<file path="src/rtl/mcp3002_reader.sv">
// MCP3002 SPI reader: one 16-clock mode-0 frame per accepted start, returning a
// 10-bit sample with a one-cycle valid pulse.
module mcp3002_reader #(
  parameter int CLK_FREQ     = 27_000_000,
  parameter int SPI_CLK_FREQ = 900_000
) (
  input  logic       clk,
  input  logic       rst,
  input  logic       start,
  input  logic       channel,
  output logic [9:0] sample,
  output logic       valid,
  output logic       busy,
  output logic       adc_cs,
  output logic       adc_clk,
  output logic       adc_din,
  input  logic       adc_dout,
  output logic [1:0] state_dbg
);

  localparam int HALF = CLK_FREQ / (2 * SPI_CLK_FREQ);
  localparam int CW   = $clog2(HALF) + 1;
  localparam logic [CW-1:0] RELOAD = CW'(HALF - 1);

  typedef enum logic [1:0] {IDLE, LOW, HIGH, HOLD} state_t;

  state_t        state, state_next;
  logic [CW-1:0] cnt;
  logic [3:0]    bit_cnt;
  logic [15:0]   sh_out;
  logic [9:0]    capture;
  logic          phase_done;
  logic [15:0]   cmd;

  assign phase_done = (cnt == '0);
  assign cmd        = {1'b0, 1'b1, 1'b1, channel, 1'b1, 11'b0};
  assign busy       = (state != IDLE);
  assign adc_din    = sh_out[15];
  assign state_dbg  = state;

  always_comb begin
    state_next = state;
    case (state)
      IDLE: if (start) state_next = LOW;
      LOW:  if (phase_done) state_next = HIGH;
      HIGH: if (phase_done) state_next = (bit_cnt == 4'd15) ? HOLD : LOW;
      HOLD: if (phase_done) state_next = IDLE;
      default: state_next = IDLE;
    endcase
  end

  always_ff @(posedge clk) begin
    if (rst) state <= IDLE;
    else     state <= state_next;
  end

  // Only the last ten captured bits (B9..B0) are kept; earlier bits fall off the top.
  always_ff @(posedge clk) begin
    if (rst) begin
      cnt     <= '0;
      bit_cnt <= '0;
      sh_out  <= '0;
      capture <= '0;
      sample  <= '0;
      valid   <= 1'b0;
      adc_cs  <= 1'b1;
      adc_clk <= 1'b0;
    end else begin
      valid <= 1'b0;
      case (state)
        IDLE: begin
          if (start) begin
            sh_out  <= cmd;
            bit_cnt <= '0;
            cnt     <= RELOAD;
            adc_cs  <= 1'b0;
            adc_clk <= 1'b0;
          end
        end
        LOW: begin
          if (phase_done) begin
            cnt     <= RELOAD;
            adc_clk <= 1'b1;
            capture <= {capture[8:0], adc_dout};
          end else begin
            cnt <= cnt - 1'b1;
          end
        end
        HIGH: begin
          if (phase_done) begin
            cnt     <= RELOAD;
            adc_clk <= 1'b0;
            if (bit_cnt == 4'd15) begin
              adc_cs <= 1'b1;
              sh_out <= '0;
              sample <= capture;
              valid  <= 1'b1;
            end else begin
              bit_cnt <= bit_cnt + 1'b1;
              sh_out  <= {sh_out[14:0], 1'b0};
            end
          end else begin
            cnt <= cnt - 1'b1;
          end
        end
        HOLD: begin
          if (!phase_done) cnt <= cnt - 1'b1;
        end
        default: ;
      endcase
    end
  end

endmodule

</file>
<file path="config.mk">
export PLATFORM = sky130hd
export DESIGN_NAME = mcp3002_reader
export DESIGN_NICKNAME = d
export VERILOG_FILES = /design/src/rtl/mcp3002_reader.sv
export SDC_FILE = /design/constraint.sdc
export NUM_CORES = 1
export LEC_CHECK = 0
export ABC_CLOCK_PERIOD_IN_PS = 2410
export CAP_MARGIN = 20
export CORE_MARGIN = 2
export CORE_UTILIZATION = 50
export DETAILED_ROUTE_END_ITERATION = 8
export PLACE_DENSITY = 0.73
export SETUP_SLACK_MARGIN = 0.2
export SLEW_MARGIN = 20
export SYNTH_ARGS = -nofsm -noshare
export SYNTH_HDL_FRONTEND = slang
export SYNTH_SLANG_ARGS = --single-unit
</file>
<file path="constraint.sdc">
create_clock -name clk -period 2.41 [get_ports clk]
set_clock_uncertainty 0.2 [all_clocks]
set_input_delay 0.482 -clock clk [delete_from_list [all_inputs] [get_ports clk]]
set_output_delay 0.482 -clock clk [all_outputs]
set_load 0.01 [all_outputs]
</file>
==> results_dict.tcl, run 1 <==
set metrics [dict create \
    r2r_start "state_dbg[0]" \
    period_share 0.874 \
    crit_chain "inv_1 -> ha_4 -> inv_1 -> dlygate4sd2_1" \
    max-cap-violations 0 \
    cp_top_family "buffers and inverters" \
    synthMuxAreaShare 0.0676 \
    power_mw 2.20 \
    die_w_um 63.9 \
    arrival_ps 1420 \
    die_h_um 63.9 \
    dieArea_um2 4090 \
    vias 1558 \
    hold_depth 2 \
    r2r_slack_ps 330 \
    reg2reg_depth 5 \
    drtIter0Drc 92 \
    clock_path_buffers 2 \
    dr.pass1.iters 4 \
    min_period_ps 2110 \
    synthXorXnorAreaFrac 0 \
    cts_tree "yes" \
    fin_nets 242 \
    clkTransAtPathRegs_ps 120 \
    dpl_cell_area_um2 2060 \
    worst_pin_slew_ps 477 \
    antenna_found_initial 0 \
    gp_congestion 0.832 \
    fin_tns_setup_ps 0 \
    drive_above_1_share 0.117 \
    pwr_density_cell_nw_per_um2 1010 \
    grt_use_total 0.219 \
    io_buffers 21 \
    critPathBufInv 3 \
    grt_pass1_vias 1506 \
    grt_max_degree 40 \
    synth_area_um2 1800 \
    clkSinkCount 39 \
    timing.fmax_mhz 475 \
    wire_per_inst_um 14.2 \
    slew_headroom 0.673 \
    synth-simple-area-share 0.203 \
    hold_viol_final 0 \
    dp_hpwl_um 2710 \
    min-delay-start "capture[9]" \
    design_area_um2 2170 \
    fp.coreArea_um2 3390 \
    hp-class "flop to flop" \
    totalWireLength_um 3940 \
    status "completed" \
    min_to "capture[9]" \
    holdWs_ps 275 \
    ant_nets 0 \
    final_max_slew_viol_count 0 \
    start_util 0.530 \
    cpMaxStageDelayCell "dfxtp_4" \
    h-tree-depth 2 \
    startpoint_type "flop" \
    crit_top_cell "inv_1" \
    grt-ovfl-total 0 \
    synth_cells 206 \
    synth_fp_nets 218 \
    n_fill_cell 295 \
    yosys_warnings 0 \
    irDropWorstVdd_mv 0.656 \
    syn_avg_cell_area_um2 8.72 \
    area_growth_pct 21.0 \
    ctsRootBufferMaster "clkbuf_4" \
    cts_made_buffers 5 \
    critical-path-max-stage-delay_ps 380 \
    synth_top_family_by_area "simple AND/OR/NAND/NOR gates" \
    synth_compound_area_frac 0.190 \
    synth_seq_cells 39 \
    grt_pass1_wl_um 6980 \
    ys_types 38 \
    setup_viol 0 \
    path_max_fanout 9 \
    power.leakage_nw 0.745 \
    drcViolationCount 0 \
    core.rowCount 21 \
    synthAdderAreaFrac 0.0488 \
    clock_latency_ps 350 \
    post-place-ws_ps 141 \
    r2r-end "bit_cnt[2]" \
    synth_seq_area_share 0.435 \
    cp_data_required_time_ps 1730 \
    num_antenna_cells 0 \
    finalWorstSetupSlack_ps 304 \
    via_per_inst 5.62 \
    ios 22 \
    critical_path_class "flop to primary output" \
    cp-end-kind "primary output" \
    rsz0062_at_grt "no" \
]
==> what timing repair did <==
item,4_1_cts,5_1_grt
buffers inserted,2,0
pin swaps,1,2
setup endpoints to repair,11,25
resized for setup,7,4
hold buffers,0,0
==> layer usage <==
metal  track usage  part of all wire  up-vias
li1              -                 -      779
met1         0.270              0.47      744
met2         0.359              0.48       29
met3        0.0616             0.032        6
met4        0.0870             0.017        0
met5             0                 0        -
==> layout by cell type, fill, tap and decap left out, types with 2 or more instances in the layout <==
cell,netlist,layout
buf_4,0,5
ha_1,7,4
or3_1,3,3
nand4_1,2,2
a21oi_1,26,26
nor2_1,23,23
a21oi_4,2,2
nand3_1,13,13
dfxtp_4,0,2
a211oi_1,6,6
inv_1,9,9
mux2i_1,11,11
clkdlybuf4s50_1,0,20
buf_12,0,2
ha_2,0,2
a31oi_1,2,2
nand2b_1,4,4
dfxtp_1,39,37
o21ai_0,8,8
clkbuf_4,0,5
nor3_1,3,3
nand2_1,17,16
==> layout make-up <==
class	count	area [µm²]	area share
Multi-Input combinational cell	146	941	0.433
Tap cell	46	57.6	0.0265
Inverter	9	33.8	0.0156
Clock buffer	6	41.3	0.0190
Clock inverter	2	12.5	0.00576
Timing Repair Buffer	29	298	0.137
Sequential cell	39	788	0.363
==> metrics by stage <==
stage / std cells / utilization
after CTS: 277 / 0.638
after floorplan: 206 / -
after detailed placement: 267 / 0.608
final: 277 / 0.641
after global placement: 267 / 0.608
after global routing: 277 / 0.641
==> worst register-to-register path, cell delays in order (launching register included) <==
cell and delay (ps):
dfxtp_4 380, inv_1 150, ha_2 380, inv_1 210
or4_1 550, a21oi_1 150
==> cell families (layout without fill, tap and decap cells) <==
kind of cell             Yosys count  after routing
AO/OA/AOI/OAI                     54             54
adder cells (fa/ha/maj)            7              7
buffers and inverters             21             46
flip-flops                        39             39
multiplexers                      12             12
AND/OR/NAND/NOR                   73             73
==> sequential cells by signal, indices dropped and copies added, names as in the netlist <==
signal / cells
adc_clk: 1
capture: 10
valid: 1
sh_out: 5
bit_cnt: 4
cnt: 5
adc_cs: 1
sample: 10
state_dbg: 2
==> synth_stat cells <==
cell	n	area, µm²
nor2_4	1	11.3
mux2i_1	11	110
mux2_2	1	11.3
nand2b_1	4	25.0
nand2_1	17	63.8
and3_1	1	6.26
a21oi_4	2	32.5
a21o_1	1	7.51
nor4_4	1	21.3
buf_6	2	22.5
a311oi_1	1	8.76
buf_2	5	25.0
dfxtp_1	39	781
a2111oi_0	1	8.76
o32ai_1	1	8.76
nor2_1	23	86.3
ha_1	7	87.6
a211oi_1	6	45.0
nor2b_1	1	6.26
nor4_1	1	6.26
a21oi_1	26	130
or4_1	1	7.51
nand4_1	2	12.5
or3_1	3	18.8
a31oi_1	2	12.5
a21boi_1	1	7.51
nor4b_1	1	8.76
inv_1	9	33.8
a221oi_1	1	8.76
nor3_1	3	15.0
or4b_1	1	10.0
o21ai_0	8	40.0
o21ai_1	1	5.00
a21boi_0	1	7.51
clkbuf_1	5	18.8
a221o_1	1	10.0
nand3_1	13	65.1
o31a_1	1	8.76
==> worst max path at each step <==
stage                 startpoint         end  slack (ps)  cells past startpoint
floorplan                 cnt[0]   sample[0]         440                      8
global placement           start  bit_cnt[2]         130                      5
detailed placement         start  bit_cnt[2]         140                      5
CTS                 state_dbg[0]  bit_cnt[2]         180                      5
global route              cnt[0]  sh_out[13]         190                      7
finish              state_dbg[0]        busy         300                      4
==> power by group <==
group	total [mW]	switching (mW)	internal (mW)
logic	1.05	0.623	0.428
registers	0.820	0.0842	0.735
clock network	0.331	0.219	0.113
Note: power is estimated with default switching activity, not from simulation.
==> run 2: changes to the inputs <==
- CORE_MARGIN: 2 -> 3
- PLACE_DENSITY: 0.73 -> 0.71
==> run 2 against run 1 <==
  * Sequential power grew 1%
  * Core utilization grew 2.6 points
  * Non-clock buffer count grew 5
  * Final cell count grew 1.8%
  * Final area grew 4.1%
  * Combinational power grew 8%
  * Clock power grew 64%
  * Clock-buffer cell count is the same
  * Maximum frequency shrank 0.64%
  * Die area grew 6.4%
  * Highest routed layer unchanged
==> results_dict.tcl, run 2 (synthesis gave the netlist of run 1 again) <==
set metrics [dict create \
    period_share 0.880 \
    multi_input_area_um2 957 \
    fp.coreArea_um2 3390 \
    start_util 0.530 \
    vias 1610 \
    dp_hpwl_um 2890 \
    top_regs "capture: 10 flops, sample: 10 flops" \
    ios 22 \
    core.rowCount 21 \
    num_antenna_cells 0 \
    utilization 0.667 \
    max-cap-violations 0 \
    r2r_start "cnt[0]" \
    area_growth_pct 25.9 \
    die_w_um 65.9 \
    grt_pass1_vias 1542 \
    hp-class "flop to flop" \
    cp_data_required_time_ps 2460 \
    worst_pin_slew_ps 502 \
    final-seq-area_um2 788 \
    clkSinkCount 39 \
    reg2reg_depth 7 \
    dpl_cell_area_um2 2060 \
    final_cell_mix "dfxtp_1, a21oi_1, nor2_1" \
    dr.pass1.iters 4 \
    stdcell_count 282 \
    ctsRootBufferMaster "clkbuf_4" \
    cts_tree "yes" \
    die_h_um 65.9 \
    design_area_um2 2260 \
    min_period_ps 2120 \
    min-delay-start "sh_out[14]" \
    drive_above_1_share 0.140 \
    cts_made_buffers 5 \
    wire_per_inst_um 15.2 \
    antenna_found_initial 0 \
    postCtsHoldBufs 0 \
    grt-ovfl-total 0 \
    rsz0062_at_grt "yes" \
    holdWs_ps 264 \
    io_buffers 21 \
    gp_congestion 0.862 \
    totalWireLength_um 4280 \
    irDropWorstVdd_mv 0.786 \
    post-place-ws_ps 97.9 \
    finalWorstSetupSlack_ps 290 \
    clock_path_buffers 2 \
    min_to "sh_out[15]" \
    pwr_density_cell_nw_per_um2 1110 \
    slew_headroom 0.656 \
    clock_latency_ps 350 \
    path_max_fanout 7 \
    hold_viol_final 0 \
    power_mw 2.50 \
    ant_nets 0 \
    fin_tns_setup_ps 0 \
    fin_nets 247 \
    via_per_inst 5.71 \
    grt_max_degree 26 \
    grt_pass1_wl_um 7120 \
    critical_path_class "flop to flop" \
    n_fill_cell 273 \
    clkTransAtPathRegs_ps 120 \
    setup_viol 0 \
    drcViolationCount 0 \
    timing.fmax_mhz 472 \
    cp-end-kind "flop" \
    r2r-end "adc_cs" \
    dp.cells 268 \
    h-tree-depth 2 \
    startpoint_type "flop" \
    drtIter0Drc 105 \
    grt_use_total 0.214 \
    r2r_slack_ps 290 \
    power.leakage_nw 0.796 \
    status "completed" \
    hold_depth 2 \
    arrival_ps 2170 \
    final_max_slew_viol_count 0 \
    dieArea_um2 4350 \
    final_common_cell "dfxtp_1" \
]
==> run 2: changes by cell type in the layout (fill, tap and decap cells not counted), sizes merged <==
cell	change
buf	+5
bufinv	+2
clkinv	-1
clkinvlp	-1
==> run 2: worst max-delay path: stages (launching register included) <==
cell     delay [ps]
dfxtp_1         350
inv_1            80
ha_2            210
or4b_4          490
buf_4           200
o21ai_1         130
nand2_1          80
a221o_1         280
==> run 2: worst max-delay path by stage <==
stage	startpoint	endpoint	slack [ps]	cells after the start
after detailed placement	start	bit_cnt[2]	100	5
after global routing	cnt[0]	bit_cnt[0]	170	7
after floorplan	cnt[0]	sample[0]	440	8
after global placement	start	bit_cnt[2]	140	5
final	cnt[0]	adc_cs	290	7
after CTS	state_dbg[0]	sample[2]	240	7
==> run 2: cell type report <==
type	count	share of cell area
multi-input cells	146	0.423
flip-flops and latches	39	0.349
repair buffers	34	0.143
clock inverters	2	0.0266
well taps	46	0.0255
clock buffers	6	0.0183
inverters	9	0.0149
==> run 2: where the power goes <==
part	internal (mW)	switching (mW)	leakage, nW
Combinational	0.483	0.649	0.426
Sequential	0.735	0.0946	0.318
Clock	0.324	0.219	0.0525
Total	1.54	0.962	0.796
==> run 2: metal layers <==
metal / global-route usage / share of wire / up-vias
met3: 0.0561 / 0.042 / 8
met2: 0.363 / 0.50 / 46
met5: 0 / 0 / -
met4: 0.0933 / 0.016 / 0
li1: - / - / 779
met1: 0.252 / 0.44 / 777
==> run 2: repair_timing <==
item | in CTS | in global routing
cloned | 0 | 0
gates resized for setup | 9 | 4
setup buffers | 2 | 4
pin swaps | 1 | 2
setup endpoints to repair | 18 | 20
